**config.mk**
```make
export PLATFORM = sky130hd
export DESIGN_NAME = pixel_pair_processor
export DESIGN_NICKNAME = d
export VERILOG_FILES = /design/src/rtl/pixel_pair_processor.sv
export SDC_FILE = /design/constraint.sdc
export NUM_CORES = 1
export LEC_CHECK = 0
export ABC_AREA = 1
export ABC_CLOCK_PERIOD_IN_PS = 13900
export BUFFER_PORTS_ARGS = -buffer_cell sky130_fd_sc_hd__buf_2
export CELL_PAD_IN_SITES_DETAIL_PLACEMENT = 1
export CELL_PAD_IN_SITES_GLOBAL_PLACEMENT = 2
export CORE_ASPECT_RATIO = 1.75
export CORE_MARGIN = 2
export CORE_UTILIZATION = 38
export CTS_CLUSTER_SIZE = 24
export DETAILED_ROUTE_END_ITERATION = 6
export PLACE_DENSITY_LB_ADDON = 0.2
export SETUP_SLACK_MARGIN = 0.02
export SLEW_MARGIN = 10
export SYNTH_ARGS = -nofsm -noshare
export SYNTH_HDL_FRONTEND = slang
export SYNTH_SLANG_ARGS = --single-unit
export TNS_END_PERCENT = 100
```
**constraint.sdc**
```tcl
create_clock -name HCLK -period 13.9 [get_ports HCLK]
set_input_delay 0 -clock HCLK [delete_from_list [all_inputs] [get_ports HCLK]]
set_output_delay 0 -clock HCLK [all_outputs]
set_load 0.01 [all_outputs]
```
**src/rtl/pixel_pair_processor.sv**
```systemverilog
// Two-stage point-operation pipeline for RGB888 pixel pairs feeding the BMP writer.
// The operation is chosen once per frame and the last pair of each frame is flagged on output.
module pixel_pair_processor #(
    parameter int WIDTH  = 768,
    parameter int HEIGHT = 512
) (
    input  logic        HCLK,
    input  logic        HRESETn,
    input  logic        hsync_i,
    input  logic [7:0]  DATA_R0,
    input  logic [7:0]  DATA_G0,
    input  logic [7:0]  DATA_B0,
    input  logic [7:0]  DATA_R1,
    input  logic [7:0]  DATA_G1,
    input  logic [7:0]  DATA_B1,
    input  logic [2:0]  mode,
    input  logic [7:0]  value,
    input  logic [7:0]  threshold,
    output logic        hsync_o,
    output logic [7:0]  DATA_WRITE_R0,
    output logic [7:0]  DATA_WRITE_G0,
    output logic [7:0]  DATA_WRITE_B0,
    output logic [7:0]  DATA_WRITE_R1,
    output logic [7:0]  DATA_WRITE_G1,
    output logic [7:0]  DATA_WRITE_B1,
    output logic        frame_done,
    output logic [17:0] pair_count
);

    localparam int          PAIRS    = WIDTH * HEIGHT / 2;
    localparam logic [17:0] LAST_IDX = 18'(PAIRS - 1);

    localparam logic [2:0] OP_PASS   = 3'd0;
    localparam logic [2:0] OP_ADD    = 3'd1;
    localparam logic [2:0] OP_SUB    = 3'd2;
    localparam logic [2:0] OP_INVERT = 3'd3;
    localparam logic [2:0] OP_THRESH = 3'd4;
    localparam logic [2:0] OP_GRAY   = 3'd5;

    logic [2:0]  mode_q;
    logic [7:0]  value_q;
    logic [7:0]  threshold_q;

    logic        s1_valid;
    logic        s1_last;
    logic [23:0] s1_px0;
    logic [23:0] s1_px1;

    logic [23:0] res_px0;
    logic [23:0] res_px1;

    logic        frame_start;
    logic        at_last;

    assign frame_start = hsync_i && (pair_count == 18'd0);
    assign at_last     = (pair_count == LAST_IDX);

    // Pixel packed as {R, G, B}; every channel fits in 8 bits after saturation/flooring.
    function automatic logic [23:0] apply_op(
        input logic [2:0]  op,
        input logic [7:0]  val,
        input logic [7:0]  thr,
        input logic [23:0] px
    );
        logic [23:0] res;
        logic [9:0]  sum;
        logic [7:0]  avg;
        logic [7:0]  x;
        logic [8:0]  wide;
        res  = px;
        sum  = 10'(px[23:16]) + 10'(px[15:8]) + 10'(px[7:0]);
        avg  = 8'(sum / 10'd3);
        for (int c = 0; c < 3; c++) begin
            x    = px[c*8 +: 8];
            wide = {1'b0, x} + {1'b0, val};
            case (op)
                OP_ADD:    res[c*8 +: 8] = wide[8] ? 8'hff : wide[7:0];
                OP_SUB:    res[c*8 +: 8] = (x > val) ? (x - val) : 8'd0;
                OP_INVERT: res[c*8 +: 8] = 8'hff - x;
                OP_THRESH: res[c*8 +: 8] = (avg > thr) ? 8'hff : 8'h00;
                OP_GRAY:   res[c*8 +: 8] = avg;
                default:   res[c*8 +: 8] = x;
            endcase
        end
        return res;
    endfunction

    // Parameters are only sampled with the first pair of a frame.
    always_ff @(posedge HCLK or negedge HRESETn) begin
        if (!HRESETn) begin
            mode_q      <= OP_PASS;
            value_q     <= 8'd0;
            threshold_q <= 8'd0;
        end else if (frame_start) begin
            mode_q      <= mode;
            value_q     <= value;
            threshold_q <= threshold;
        end
    end

    always_ff @(posedge HCLK or negedge HRESETn) begin
        if (!HRESETn) begin
            pair_count <= 18'd0;
        end else if (hsync_i) begin
            pair_count <= at_last ? 18'd0 : pair_count + 18'd1;
        end
    end

    always_ff @(posedge HCLK or negedge HRESETn) begin
        if (!HRESETn) begin
            s1_valid <= 1'b0;
            s1_last  <= 1'b0;
            s1_px0   <= 24'd0;
            s1_px1   <= 24'd0;
        end else begin
            s1_valid <= hsync_i;
            s1_last  <= hsync_i && at_last;
            if (hsync_i) begin
                s1_px0 <= {DATA_R0, DATA_G0, DATA_B0};
                s1_px1 <= {DATA_R1, DATA_G1, DATA_B1};
            end
        end
    end

    // mode_q already holds this frame's setting when its first pair sits in stage 1,
    // and still holds the old one while the previous frame's last pair is computed.
    always_comb begin
        res_px0 = apply_op(mode_q, value_q, threshold_q, s1_px0);
        res_px1 = apply_op(mode_q, value_q, threshold_q, s1_px1);
    end

    always_ff @(posedge HCLK or negedge HRESETn) begin
        if (!HRESETn) begin
            hsync_o       <= 1'b0;
            frame_done    <= 1'b0;
            DATA_WRITE_R0 <= 8'd0;
            DATA_WRITE_G0 <= 8'd0;
            DATA_WRITE_B0 <= 8'd0;
            DATA_WRITE_R1 <= 8'd0;
            DATA_WRITE_G1 <= 8'd0;
            DATA_WRITE_B1 <= 8'd0;
        end else begin
            hsync_o    <= s1_valid;
            frame_done <= s1_valid && s1_last;
            if (s1_valid) begin
                {DATA_WRITE_R0, DATA_WRITE_G0, DATA_WRITE_B0} <= res_px0;
                {DATA_WRITE_R1, DATA_WRITE_G1, DATA_WRITE_B1} <= res_px1;
            end
        end
    end

endmodule
```
==> metrics.txt, run 1 <==
CTS tree=built; Total GRT Usage=0.311; Hold Path Class=in -> async; CTS root buf=clkbuf_16; Critical R2R Launch=s1_px0[17]; PostCTS Resize Cnt=0; first-pass GRT wire length=80300 um; syn_nets=1938; placed inst area=13700 sq um; max-slew violations=0; Setup CP Type=reg -> reg; post-synth top area cell=dfrtp_1; footprint of the multi-input gates=8070 sq um; Die Ht=245 um; DRC=0; fmax=132 MHz; hpwl dp=40000 um; Nets=2140; vias after detailed routing=12800; Final min period=7.59 ns; Starting Density=0.384; Required @ worst endpoint=14.22 ns; Seq cells post-synth=137; Die W=142 um; Boundary Pins=138; Critical Path Max Stage Delay=0.65 ns; skew final=0.0113 ns; DP Cell Count=2221; Ys Warns=0; Filler cells=4176; Leakage Power=7.85 nW; Rows=88; sequential cell area=3430 sq um; crit end category=register; pin count of the biggest net entering global routing=80; initial antenna violation count=0; Routed Antenna Nets=0; synth-to-layout area growth=20.1%; Post-Syn Area per Cell=7.37 sq um; setup TNS=0 ns; post-synthesis sequential area ratio=0.272; drt wl/cell=22.7 um; crit share post-route=0.546; Slew HR=0.353; Top FF cell, synth=dfrtp_1; power per cell area=150 nW/um^2; CP arrival=7.90 ns; Tot Pwr=2.28 mW; Area contributors post-synth=dfrtp_1, ha_1, nand2_1, inv_1, o21ai_0; CP Max Fanout=6; fin area=15100 sq um; Slew @ Worst Pin=0.946 ns; worst reg-to-reg path cell count=46; 1st-iter DRT viols=438; Cells after Synth=1708; status=completed; Via-to-Cell Ratio=5.52; core box area=32800 sq um; Sink Count=137; Final setup viols=0; R2R Path End=DATA_WRITE_B0[3]; H-tree depth=4; clock slew at reported path FFs=0.07 ns; Max Cap Viol=0; Setup crit start=s1_px0[17]; EDFF count, synth=0; gpl congestion=0.977; Crit path top cell by count=nand2_1; Port Buf Inserts=137; synth unique cells=52; vias in the first global route=14100; Synth Cell Area=12600 sq um; die area=34700 sq um; critical path's slowest cell=a21oi_1; share of the synthesized area in the top cell type=0.272; cell with the most instances after synthesis=nand2_1; TritonRoute pass-1 iters=5; Routed WL=52800 um; Num CTS Buffers=17; Final Hold Vio Count=0; layout cells sized above 1=0.141; final non-filler cell total=2328; FF-to-FF setup slack=6.31 ns; VDD IR-drop max=106 uV; CTS max path bufs=2; CP Launch Type=register; Clock Latency Late Sink=0.46 ns; GRT overflow=0; RSZ-0062 raised after global routing=no; ys async rst share=1.00; # diodes=0; Post-synth top cells=nand2_1, inv_1, nor2_1
through the flow:
step / util / setup slack (ns) / hold slack, ns
4_1_cts: 0.461 / 6.25 / 0.211
3_5_place_dp: 0.419 / 6.26 / 0.122
3_3_place_gp: 0.419 / 6.36 / 0.120
2_1_floorplan: - / 7.97 / -0.296
5_1_grt: 0.461 / 5.53 / 0.239
6_report: 0.461 / 6.31 / 0.172
registers in the layout, summed over array words and instances (netlist names), 3 cells and up:
register,cells
mode_q,3
s1_px1,24
DATA_WRITE_G1,8
DATA_WRITE_G0,8
DATA_WRITE_R1,8
threshold_q,8
pair_count,18
DATA_WRITE_R0,8
value_q,8
s1_px0,24
DATA_WRITE_B0,8
DATA_WRITE_B1,8
where the power goes:
group | internal, mW | switching (mW)
clock | 0.293 | 0.218
sequential | 0.436 | 0.0538
combinational | 0.452 | 0.824
total | 1.18 | 1.10
layer usage:
metal  global-route usage  vias up  wire length, um
met4                0.229        0             4340
li1                     -     6060                -
met1                0.303     6316            18400
met5                    0        -                0
met3               0.0289      157             1370
met2                0.598      312            28600
placed cells by master (no fill, tap or decap), types with 9 or more instances in the layout:
cell / n
a2111oi_0: 12
a21oi_1: 106
a221oi_1: 11
buf_2: 135
buf_4: 16
clkbuf_16: 17
dfrtp_1: 137
dlygate4sd3_1: 75
fa_1: 30
ha_1: 130
inv_1: 239
mux2_2: 19
nand2_1: 361
nand2_2: 19
nand3_1: 60
nand3_2: 10
nand4_1: 16
nor2_1: 142
nor3_1: 37
nor4_1: 11
o211ai_1: 10
o21ai_0: 141
o21ai_2: 9
o21bai_1: 25
o22ai_1: 10
o31ai_1: 11
xor2_1: 45
critical path, delay by kind of cell, from the launching register on:
kind,cells,cell delay (ns)
and+or+nand+nor,27,2.61
adders and majority gates,5,1.49
DFF,1,0.48
AOI/OAI and AO/OA,8,2.29
buffers and inverters,6,0.56
final cells by class:
type,count,area share
clock inverters,14,0.0125
flip-flops and latches,137,0.227
inverters,248,0.0616
clock buffers,18,0.0290
multi-input cells,1279,0.534
repair buffers,227,0.103
well taps,405,0.0335
worst max-delay path by stage:
| stage | end | slack, ns | cells after the start |
|---|---|---|---|
| final | DATA_WRITE_B0[3] | 6.31 | 46 |
| after global routing | DATA_WRITE_G0[7] | 5.53 | 47 |
| after CTS | DATA_WRITE_B0[6] | 6.25 | 46 |
| after detailed placement | DATA_WRITE_B0[6] | 6.26 | 46 |
| after global placement | DATA_WRITE_B0[6] | 6.36 | 46 |
| after floorplan | DATA_WRITE_G0[7] | 7.97 | 47 |
cells by family after synthesis:
logic type,count (synthesis),share of synthesized area
adder cells (fa/ha/maj),160,0.177
flip-flops,137,0.272
AND/OR/NAND/NOR,673,0.231
multiplexers,19,0.0170
buffers and inverters,292,0.0872
XOR/XNOR,49,0.0341
AO/OA/AOI/OAI,378,0.182
repair_timing:
item / in CTS / in global routing
endpoints found under the hold margin: 146 / 0
buffers inserted: 0 / 0
hold buffers: 75 / 0
Note: power is estimated with default switching activity, not from simulation.
==> inputs of run 2 (changes only) <==
--- a/config.mk
+++ b/config.mk
@@ -6,13 +6,13 @@
 export NUM_CORES = 1
 export LEC_CHECK = 0
 export ABC_AREA = 1
-export ABC_CLOCK_PERIOD_IN_PS = 13900
+export ABC_CLOCK_PERIOD_IN_PS = 7700
 export BUFFER_PORTS_ARGS = -buffer_cell sky130_fd_sc_hd__buf_2
 export CELL_PAD_IN_SITES_DETAIL_PLACEMENT = 1
 export CELL_PAD_IN_SITES_GLOBAL_PLACEMENT = 2
 export CORE_ASPECT_RATIO = 1.75
 export CORE_MARGIN = 2
-export CORE_UTILIZATION = 38
+export CORE_UTILIZATION = 35
 export CTS_CLUSTER_SIZE = 24
 export DETAILED_ROUTE_END_ITERATION = 6
 export PLACE_DENSITY_LB_ADDON = 0.2
==> constraint.sdc (replaced) <==
create_clock -name HCLK -period 7.7 [get_ports HCLK]
set_input_delay 0 -clock HCLK [delete_from_list [all_inputs] [get_ports HCLK]]
set_output_delay 0 -clock HCLK [all_outputs]
set_load 0.01 [all_outputs]
==> run 2 against run 1 <==
Compared with the run above: non-clock buffer count fell by 2; clock power rose by 80%; sequential share of layout area is 0.064 points lower; routed wire length decreased by 2.9%; clock skew hardly changed; count of clock-buffer cells in the layout is 2 higher; combinational power rose by 77%; critical path type unchanged; cell count grew 2.4%; largest power group unchanged; sequential cell count unchanged; critical path depth is 2 higher.
==> metrics.txt, run 2 (synthesis gave the netlist of run 1 again) <==
status=completed; pre-CTS setup slack=0.588 ns; Routed WL=51200 um; layout cells sized above 1=0.142; Required @ worst endpoint=8.01 ns; initial antenna violation count=1; Port Buf Inserts=137; power per cell area=268 nW/um^2; crit end category=register; CTS root buf=clkbuf_16; Critical Path Max Stage Delay=0.56 ns; Total GRT Usage=0.279; fmax=144 MHz; CP Launch Type=register; setup TNS=0 ns; GRT overflow=0; uppermost layer routed=met4; Via-to-Cell Ratio=5.28; Num CTS Buffers=17; Min Hold Slack=0.121 ns; max-slew violations=0; Boundary Pins=138; Slew @ Worst Pin=1.04 ns; Die Ht=255 um; CP arrival=7.26 ns; drt wl/cell=21.5 um; 1st-iter DRT viols=512; Final setup viols=0; DRC=0; hpwl dp=40600 um; Hold Path Class=in -> async; die area=37600 sq um; Setup CP Type=reg -> reg; critical path's slowest cell=fa_1; DR WL met3=895 um; met2 wire len=29400 um; Final min period=6.95 ns; H-tree depth=4; pin count of the biggest net entering global routing=71; top flop regs=s1_px0: 24 flops, s1_px1: 24 flops, pair_count: 18 flops; gpl congestion=0.860; CTS tree=built; Max Cap Viol=0; Die W=147 um; crit share post-route=0.902; Starting Density=0.356; Rows=91; TritonRoute pass-1 iters=4; vias after detailed routing=12600; Final Hold Vio Count=0; clock slew at reported path FFs=0.07 ns; commonest non-fill, non-tap cell in the layout=nand2_1; commonest cells after routing, fill and taps aside=nand2_1, inv_1, nor2_1; Crit path top cell by count=nand2_1; Slew HR=0.288; Routed Antenna Nets=0; CP Max Fanout=6; Clock Latency Late Sink=0.47 ns; Leakage Power=7.84 nW; first-pass GRT wire length=78400 um; skew final=0.0109 ns; vias in the first global route=14000; VDD IR-drop max=189 uV; Nets=2138; RSZ-0062 raised after global routing=yes; setup slack after layout=0.751 ns; core box area=35400 sq um; met1 WL=17500 um; synth-to-layout area growth=20.5%; Sink Count=137; CTS max path bufs=2
==> run 2: cell count changes in the layout (fill, tap and decap cells not counted), sizes merged, moves of 2 or more <==
cell         previous run  this run
dlygate4sd3            75        70
buf                   152       155
clkinv                  6         3
clkbuf                 18        20
inv                   252       250
==> run 2: area by class of cell <==
class / instances / area, sq um
Antenna cell: 1 / 2.50
Clock buffer: 20 / 447
Clock inverter: 10 / 168
Fill cell: 4448 / 20200
Inverter: 248 / 931
Multi-Input combinational cell: 1279 / 8080
Sequential cell: 137 / 3430
Tap cell: 465 / 582
Timing Repair Buffer: 225 / 1530
==> run 2: final timing paths <==
check / end / from / slack [ns] / depth (start not counted)
setup / recovery: DATA_WRITE_R1[4] / s1_px1[1] / 0.75 / 48
setup reg to reg: DATA_WRITE_R1[4] / s1_px1[1] / 0.75 / 48
hold / removal: DATA_WRITE_R0[1] / HRESETn / 0.12 / 2
max in group asynchronous: DATA_WRITE_B1[5] / HRESETn / 6.08 / 3
min in group HCLK: s1_px0[18] / DATA_R0[2] / 0.27 / 4
hold reg to reg: frame_done / s1_last / 0.45 / 2
==> run 2: critical path: cells and delay by family, from the launching register on <==
family | cells | cell delay (ns)
simple gates | 22 | 1.98
compound gates | 9 | 1.64
fa+ha+maj | 5 | 1.54
buf+inv | 12 | 1.11
flops | 1 | 0.50
==> run 2: timing repair <==
item | in CTS | in global routing
setup buffers | 0 | 0
resized for setup | 0 | 2
endpoints found under the hold margin | 135 | 0
endpoints found under the setup margin | 0 | 1
hold buffers | 70 | 0
==> run 2: metrics by stage <==
stage | instance area [sq um] | util | power [mW] | instances
final | 15200 | 0.428 | 4.07 | 2385
after global routing | 15200 | 0.428 | 4.43 | 2385
after CTS | 15200 | 0.428 | 4.11 | 2384
after detailed placement | 13800 | 0.391 | 3.15 | 2284
after global placement | 13800 | 0.391 | 3.09 | 2284
after floorplan | 12600 | - | 2.54 | 1708
==> run 2: power breakdown <==
| group | internal [mW] | leakage, nW | switching, mW | total, mW |
|---|---|---|---|---|
| Clock | 0.550 | 0.297 | 0.368 | 0.918 |
| Sequential | 0.788 | 1.71 | 0.0911 | 0.879 |
| Combinational | 0.815 | 5.83 | 1.46 | 2.27 |
| Total | 2.15 | 7.84 | 1.92 | 4.07 |
==> run 2: routing by layer <==
layer / vias up / global-route usage
met5: - / 0
li1: 6052 / -
met1: 6230 / 0.259
met3: 118 / 0.0267
met4: 0 / 0.179
met2: 200 / 0.569
==> inputs of run 3 (changes only) <==
--- a/config.mk
+++ b/config.mk
@@ -6,13 +6,14 @@
 export NUM_CORES = 1
 export LEC_CHECK = 0
 export ABC_AREA = 1
-export ABC_CLOCK_PERIOD_IN_PS = 7700
+export ABC_CLOCK_PERIOD_IN_PS = 8100
 export BUFFER_PORTS_ARGS = -buffer_cell sky130_fd_sc_hd__buf_2
+export CAP_MARGIN = 10
 export CELL_PAD_IN_SITES_DETAIL_PLACEMENT = 1
 export CELL_PAD_IN_SITES_GLOBAL_PLACEMENT = 2
 export CORE_ASPECT_RATIO = 1.75
 export CORE_MARGIN = 2
-export CORE_UTILIZATION = 35
+export CORE_UTILIZATION = 38
 export CTS_CLUSTER_SIZE = 24
 export DETAILED_ROUTE_END_ITERATION = 6
 export PLACE_DENSITY_LB_ADDON = 0.2
==> constraint.sdc (replaced) <==
create_clock -name HCLK -period 8.1 [get_ports HCLK]
set_input_delay 0 -clock HCLK [delete_from_list [all_inputs] [get_ports HCLK]]
set_output_delay 0 -clock HCLK [all_outputs]
set_load 0.01 [all_outputs]
==> run 3 against run 2 <==
Compared with the run above: die area is 7.7% lower; sequential cell count stayed put; register-to-register slack worse by 0.12 ns; cell count decreased by 1.9%; combinational power fell by 5%; clock skew up 0.0059 ns; clock power shrank 14%.
==> metrics.txt, run 3 (synthesis gave the netlist of run 1 again) <==
synth-to-layout area growth=20.5%; Total GRT Usage=0.314; Max Cap Viol=0; VDD IR-drop max=154 uV; die area=34700 sq um; first-pass GRT wire length=81000 um; crit end category=register; Routed Antenna Nets=0; Die Ht=245 um; Clock power frac=0.208; Crit path top cell by count=nand2_1; max-slew violations=0; skew final=0.0168 ns; clock slew at reported path FFs=0.07 ns; final non-filler cell total=2340; internal power=1.96 mW; DP Cell Count=2227; layout cells sized above 1=0.142; commonest non-fill, non-tap cell in the layout=nand2_1; Slew @ Worst Pin=0.951 ns; Via-to-Cell Ratio=5.47; gpl congestion=0.949; GRT overflow=0; Net Sw Frac=0.483; drt wl/cell=22.5 um; fmax=134 MHz; setup TNS=0 ns; Nets=2153; Hold Path Class=in -> async; H-tree depth=4; DRC=0; Final setup viols=0; Port Buf Inserts=137; commonest cells after routing, fill and taps aside=nand2_1, inv_1, nor2_1; top flop regs=s1_px0: 24 flops, s1_px1: 24 flops, pair_count: 18 flops; CTS max path bufs=2; Sink Count=137; Final min period=7.47 ns; FF-to-FF setup slack=0.63 ns; # diodes=0; RSZ-0062 raised after global routing=no; power per cell area=250 nW/um^2; pin count of the biggest net entering global routing=80; core box area=32800 sq um; Clock Latency Late Sink=0.46 ns; Setup CP Type=reg -> reg; Leakage Power=7.85 nW; Routed WL=52700 um; TritonRoute pass-1 iters=5; post-CTS setup buffers=0; Num CTS Buffers=17; Comb pwr share=0.571; Critical Path Max Stage Delay=0.85 ns; Rows=88; Slew HR=0.349; CTS tree=built; Boundary Pins=138; status=completed; power share of the sequential group=0.221; CP Max Fanout=9; CP Launch Type=register; Final Hold Vio Count=0; initial antenna violation count=0; vias in the first global route=14300; vias after detailed routing=12800; hpwl dp=40200 um; Starting Density=0.384; Required @ worst endpoint=8.41 ns; CTS root buf=clkbuf_16; crit share post-route=0.922; Die W=142 um; switching power=1.83 mW; 1st-iter DRT viols=486; CP arrival=7.78 ns; critical path's slowest cell=a2111oi_0
[run 3: cell types whose count changed in the layout (fill, tap and decap cells not counted), sizes merged]
cell / previous run / this run
dlygate4sd3: 70 / 82
clkinvlp: 1 / 5
buf: 155 / 158
bufinv: 4 / 1
clkinv: 3 / 2
diode: 1 / 0
inv: 250 / 251
[run 3: power groups by stage]
| stage | logic [mW] | registers, mW | clock network, mW |
|---|---|---|---|
| finish | 2.16 | 0.839 | 0.786 |
| detailed placement | 2.13 | 0.850 | 0 |
| CTS | 2.17 | 0.838 | 0.801 |
| floorplan | 1.57 | 0.839 | 0 |
| global placement | 2.04 | 0.849 | 0 |
| global route | 2.46 | 0.847 | 0.826 |
[run 3: path summary, 6_finish.rpt]
kind,startpoint,endpoint,cells past startpoint
setup reg to reg,s1_px0[1],DATA_WRITE_B0[6],46
setup / recovery,s1_px0[1],DATA_WRITE_B0[6],46
min in group HCLK,DATA_R0[2],s1_px0[18],4
max in group asynchronous,HRESETn,s1_px0[7],3
hold / removal,HRESETn,value_q[4],2
hold reg to reg,s1_last,frame_done,2
[run 3: through the flow]
stage	util	hold slack [ns]	cell area [sq um]	total power, mW	worst slack [ns]
after global routing	0.463	0.229	15200	4.13	0.0350
after floorplan	-	-0.296	12600	2.41	2.17
final	0.463	0.166	15200	3.79	0.629
after CTS	0.462	0.204	15200	3.81	0.516
after global placement	0.420	0.121	13800	2.89	0.828
after detailed placement	0.420	0.123	13800	2.98	0.538
[run 3: final cells by class]
cell class / count / area [sq um]
clock buffers: 20 / 447
clock inverters: 11 / 114
fillers: 4189 / 17600
inverters: 248 / 931
multi-input cells: 1279 / 8080
flip-flops and latches: 137 / 3430
well taps: 405 / 507
repair buffers: 240 / 1670
[run 3: what timing repair did]
action	in CTS	in global routing
hold buffers	82	0
endpoints found under the setup margin	0	9
hold endpoints to repair	146	0
resized for setup	0	3
[run 3: layer usage]
| metal | global-route usage | wire, um |
|---|---|---|
| met4 | 0.264 | 5310 |
| met2 | 0.587 | 27700 |
| met3 | 0.0427 | 1460 |
| met5 | 0 | 0 |
| met1 | 0.296 | 18200 |
[run 3: critical path, delay by kind of cell, from the launching register on]
| kind | cells | cell delay, ns |
|---|---|---|
| flops | 1 | 0.44 |
| fa+ha+maj | 5 | 1.54 |
| simple gates | 28 | 2.68 |
| compound gates | 6 | 1.85 |
| buf+inv | 7 | 0.76 |
